**src/rtl/breadboard_pkg.sv**
```systemverilog
// breadboard_pkg: opcodes, select bit indices and data width shared by breadboard and alu_decode
package breadboard_pkg;
  localparam int DW = 16;
  localparam logic [3:0] OP_AND   = 4'b0000;
  localparam logic [3:0] OP_OR    = 4'b0001;
  localparam logic [3:0] OP_NOT   = 4'b0010;
  localparam logic [3:0] OP_XOR   = 4'b0011;
  localparam logic [3:0] OP_NAND  = 4'b0100;
  localparam logic [3:0] OP_NOR   = 4'b0101;
  localparam logic [3:0] OP_XNOR  = 4'b0110;
  localparam logic [3:0] OP_ADD   = 4'b1000;
  localparam logic [3:0] OP_SUB   = 4'b1001;
  localparam logic [3:0] OP_SHR   = 4'b1010;
  localparam logic [3:0] OP_SHL   = 4'b1011;
  localparam logic [3:0] OP_CLEAR = 4'b1111;
  localparam int SEL_ADD   = 0;
  localparam int SEL_SHR   = 1;
  localparam int SEL_SHL   = 2;
  localparam int SEL_AND   = 3;
  localparam int SEL_OR    = 4;
  localparam int SEL_XOR   = 5;
  localparam int SEL_XNOR  = 6;
  localparam int SEL_NAND  = 7;
  localparam int SEL_SUB   = 8;
  localparam int SEL_NOR   = 9;
  localparam int SEL_NOT   = 10;
  localparam int SEL_CLEAR = 11;
endpackage

```
**src/rtl/alu_decode.sv**
```systemverilog
// alu_decode: combinational opcode -> one-hot select; ports opcode in, select out (undefined opcodes map to CLEAR)
module alu_decode
  import breadboard_pkg::*;
(
  input  logic [3:0]  opcode,
  output logic [11:0] select
);
  always_comb begin
    select = '0;
    case (opcode)
      OP_ADD:  select[SEL_ADD]   = 1'b1;
      OP_SHR:  select[SEL_SHR]   = 1'b1;
      OP_SHL:  select[SEL_SHL]   = 1'b1;
      OP_AND:  select[SEL_AND]   = 1'b1;
      OP_OR:   select[SEL_OR]    = 1'b1;
      OP_XOR:  select[SEL_XOR]   = 1'b1;
      OP_XNOR: select[SEL_XNOR]  = 1'b1;
      OP_NAND: select[SEL_NAND]  = 1'b1;
      OP_SUB:  select[SEL_SUB]   = 1'b1;
      OP_NOR:  select[SEL_NOR]   = 1'b1;
      OP_NOT:  select[SEL_NOT]   = 1'b1;
      default: select[SEL_CLEAR] = 1'b1;
    endcase
  end
endmodule

```
**src/rtl/breadboard.sv**
```systemverilog
// breadboard: 16-bit one-cycle ALU accumulator; ports clk, rst, a, b, opcode in; select, result, carry, overflow out; flags built only with BREADBOARD_STATUS_FLAGS_EN
module breadboard
  import breadboard_pkg::*;
(
  input  logic          clk,
  input  logic          rst,
  input  logic [DW-1:0] a,
  input  logic [DW-1:0] b,
  input  logic [3:0]    opcode,
  output logic [11:0]   select,
  output logic [DW-1:0] result,
  output logic          carry,
  output logic          overflow
);
  logic [DW-1:0] bop, sum, nxt;
  logic sub;
  alu_decode u_dec (.opcode(opcode), .select(select));
  assign sub = select[SEL_SUB];
  assign bop = sub ? ~b : b;
  always_comb begin
    nxt = select[SEL_AND]  ? a & b :
          select[SEL_OR]   ? a | b :
          select[SEL_NOT]  ? ~a :
          select[SEL_XOR]  ? a ^ b :
          select[SEL_NAND] ? ~(a & b) :
          select[SEL_NOR]  ? ~(a | b) :
          select[SEL_XNOR] ? ~(a ^ b) :
          select[SEL_SHR]  ? {1'b0, a[DW-1:1]} :
          select[SEL_SHL]  ? {a[DW-2:0], 1'b0} :
          (select[SEL_ADD] | sub) ? sum : '0;
  end
  always_ff @(posedge clk)
    result <= rst ? '0 : nxt;
`ifdef BREADBOARD_STATUS_FLAGS_EN
  logic cout;
  assign {cout, sum} = {1'b0, a} + {1'b0, bop} + {{DW{1'b0}}, sub};
  // overflow: same-sign a and (possibly inverted) b, result sign differs
  always_ff @(posedge clk) begin
    carry    <= !rst && (select[SEL_ADD] | sub) && cout;
    overflow <= !rst && (select[SEL_ADD] | sub) && (a[DW-1] == bop[DW-1]) && (sum[DW-1] != a[DW-1]);
  end
`else
  assign sum      = a + bop + {{(DW-1){1'b0}}, sub};
  assign carry    = 1'b0;
  assign overflow = 1'b0;
`endif
endmodule

```
**config.mk**
```make
export PLATFORM = sky130hd
export DESIGN_NAME = breadboard
export DESIGN_NICKNAME = d
export VERILOG_FILES = /design/src/rtl/breadboard_pkg.sv /design/src/rtl/alu_decode.sv /design/src/rtl/breadboard.sv
export SDC_FILE = /design/constraint.sdc
export NUM_CORES = 1
export LEC_CHECK = 0
export BUFFER_PORTS_ARGS = -buffer_cell sky130_fd_sc_hd__buf_2
export CORE_MARGIN = 2
export CORE_UTILIZATION = 25
export CTS_CLUSTER_DIAMETER = 40
export CTS_CLUSTER_SIZE = 16
export DETAILED_ROUTE_END_ITERATION = 10
export GPL_TIMING_DRIVEN = 0
export SETUP_SLACK_MARGIN = 0.1
export SYNTH_ARGS = -nofsm -noshare
export SYNTH_HDL_FRONTEND = slang
export SYNTH_SLANG_ARGS = --single-unit
export TNS_END_PERCENT = 5
```
**constraint.sdc**
```tcl
create_clock -name clk -period 7.2 [get_ports clk]
set_clock_uncertainty 0.1 [all_clocks]
set_input_delay 0.36 -clock clk [delete_from_list [all_inputs] [get_ports clk]]
set_output_delay 0.36 -clock clk [all_outputs]
set_load 0.01 [all_outputs]
```
==> results by group <==
Clock network
  – CTS Buffer Depth: 2
  – Clk sinks: 16
  – Post_cts resized: 0
  – CTS H-tree depth: 1
  – Post-CTS Setup Inserts: 0
  – Root Buffer: clkbuf_16
  – Hold Buf Count CTS: 0
  – CTS Buf Count: 3
  – Clock Pin Slew Worst Setup and Hold Paths: 0.05 ns
  – CTS tree: done

Timing
  – RSZ-0062 raised after global routing: false
  – Final hold viol count: 0
  – Setup TNS: 0 ns
  – Max-slew headroom: 0.208
  – Least-Margin Pin Slew: 1.19 ns
  – Max frequency: 275 MHz
  – Fin crit share: 0.506
  – Final setup viols: 0
  – Final-report max-slew violation count: 0
  – Min Tclk post-route: 3.64 ns

Final layout
  – Layout area overhead: 18.1%
  – Largest registers: result x16
  – Sequential Area: 320 um^2
  – Layout fillers: ~1500
  – Max reg flops: 16
  – Post-layout net count: 665
  – Top reg by flops: result
  – Share of cells above drive strength 1: 0.134
  – Multi-input logic area: 0.00281 mm^2
  – Antenna diodes: 0

Power and ir drop
  – Overall Power: 0.486 mW
  – NetSw: between 0.2 and 0.25 mW
  – Comb power frac: 0.559
  – Peak supply drop: 0.0636 mV
  – Internal power: 0.273 mW
  – Power per cell area: 120 mW/mm^2
  – Leak: around 1.8 nW
  – Switch share: 0.439
  – Clk network pwr share: 0.238
  – Sequential share of power: 0.203

Logic synthesis
  – Cell Area, Synth: approximately 0.0034 mm^2
  – Synth warnings: 0
  – Area contributors post-synth: ha_1, dfxtp_1, a21oi_1
  – Dominant synthesized flop cell: dfxtp_1
  – Count of state elements after synthesis: 16
  – Post-Synthesis Cells: slightly above 500
  – Synth top area share: 0.175
  – Syn_area_per_cell: 6.75 um^2
  – Cell taking the most area after synthesis: ha_1
  – Commonest cells post-synth: a21oi_1, nor2_1, ha_1
  – Most common cell in the netlist: a21oi_1
  – Synth async-reset ratio: 0
  – Synth unique cells: 59
  – Seq/Total Area, Yosys: 0.0934
  – EDFF count, synth: 0

GRT
  – Largest net degree at the start of global routing: 11
  – Antenna violations before repair: 0
  – Vias in the first global route: just over 4000
  – Gr ovfl total: 0
  – All-Layer GR Usage: 0.196
  – First-pass GRT wire length: 22100 um

Die
  – Number of I/O pins: 68
  – Die X-Extent: 121 um
  – Row count: 42
  – Die height: between 100 and 150 um
  – Initial Util: 0.258
  – Core Footprint: between 0.01 and 0.015 mm^2
  – Die area: 0.0147 mm^2

Hold path
  – Hold Path Class: primary input to register

Placed design
  – IO buf count: 64
  – DP HPWL: 10900 um
  – Routability cong.: ~0.98

Routing
  – Routed wire length: 14500 um
  – WL/cell: between 15 and 20 um
  – Vias/cell: 5.76
  – Antenna viol nets, final: 0
  – TritonRoute pass-1 iters: 5
  – DRC: 0
  – Drt initial violations: 660
  – Via Count: 4331

Setup path
  – WP data required: around 7.3 ns
  – Crit-path max FO: 10
  – CP Capture Type: register
  – Crit start category: primary input
  – Critical path class: primary input to register
  – Worst path arrival time: 3.69 ns

Job
  – Max-Cap Viols: 0

Run status
  – Status: completed
-- worst max-delay path: stages --
cell and delay (ns):
buf_2 0.14, and4bb_1 0.27, buf_6 0.16, clkbuf_1 0.65, xnor2_1 0.15, ha_1 0.42, nand2_1 0.09, a21oi_1 0.43
o21ai_0 0.14, o21ai_0 0.46, xnor2_1 0.14, o22ai_1 0.27
-- cell type report --
cell class | instances | share of cell area
buffer | 35 | 0.0362
clock buffer | 3 | 0.0185
inverter | 43 | 0.0399
multi-input combinational | 415 | 0.693
sequential | 16 | 0.0791
tap | 176 | 0.0544
timing repair buffer | 64 | 0.0791
-- routing by layer --
layer	track usage	share of wire
met1	0.276	0.42
met2	0.291	0.43
met3	0.0446	0.13
met4	0.0690	0.030
met5	0	0
-- final timing paths --
kind | slack [ns] | start | depth (start not counted) | to
min | 0.45 | b[2] | 4 | result[2]
max | 3.56 | opcode[1] | 12 | result[15]
-- power by group through the flow --
stage                     Sequential (mW)  Clock [mW]  Combinational (mW)
after global placement              0.100           0               0.263
after floorplan                     0.105           0               0.173
after global routing               0.0994       0.123               0.295
final                              0.0986       0.116               0.272
after detailed placement            0.100           0               0.262
after CTS                          0.0987       0.120               0.264
-- cell families after synthesis --
group	Yosys count	synth area share
xor+xnor	25	0.0638
buf+inv	78	0.0897
simple gates	136	0.179
mux	8	0.0270
flops	16	0.0934
fa+ha+maj	49	0.181
other cells	1	0.00109
compound gates	195	0.365
-- through the flow --
stage | hold WS [ns] | instance area (um^2) | setup slack, ns | util | cells
detailed placement | 0.652 | 3970 | 3.42 | 0.299 | 749
finish | 0.446 | 4050 | 3.56 | 0.305 | 752
global placement | 0.655 | 3970 | 3.43 | 0.299 | 749
global route | 0.484 | 4050 | 3.45 | 0.305 | 752
CTS | 0.440 | 4050 | 3.67 | 0.305 | 752
floorplan | 0.499 | 3430 | 4.07 | - | 509
-- layout by cell type, fill, tap and decap left out, types with 2 or more instances in the layout --
| master | count |
|---|---|
| or4b_2 | 2 |
| ha_1 | 48 |
| nor2b_1 | 4 |
| inv_1 | 43 |
| o211ai_1 | 3 |
| o21ai_0 | 41 |
| a32oi_1 | 3 |
| a211oi_1 | 3 |
| nand2_1 | 39 |
| o32ai_1 | 3 |
| dfxtp_1 | 16 |
| nor2_1 | 52 |
| o31ai_1 | 6 |
| clkbuf_1 | 28 |
| a22oi_1 | 9 |
| nand3_1 | 12 |
| xnor2_1 | 24 |
| o21a_1 | 4 |
| a21oi_1 | 62 |
| a21o_1 | 6 |
| o221ai_1 | 3 |
| or3_1 | 2 |
| nor3_1 | 8 |
| clkbuf_16 | 3 |
| nand2b_1 | 7 |
| a221oi_1 | 10 |
| nand4_1 | 4 |
| buf_1 | 4 |
| buf_2 | 64 |
| a21boi_0 | 3 |
| o2bb2ai_1 | 3 |
| buf_4 | 2 |
| o22ai_1 | 13 |
| a31oi_1 | 8 |
| mux2i_1 | 7 |
| conb_1 | 2 |
Power figures use the tool's default switching activity.
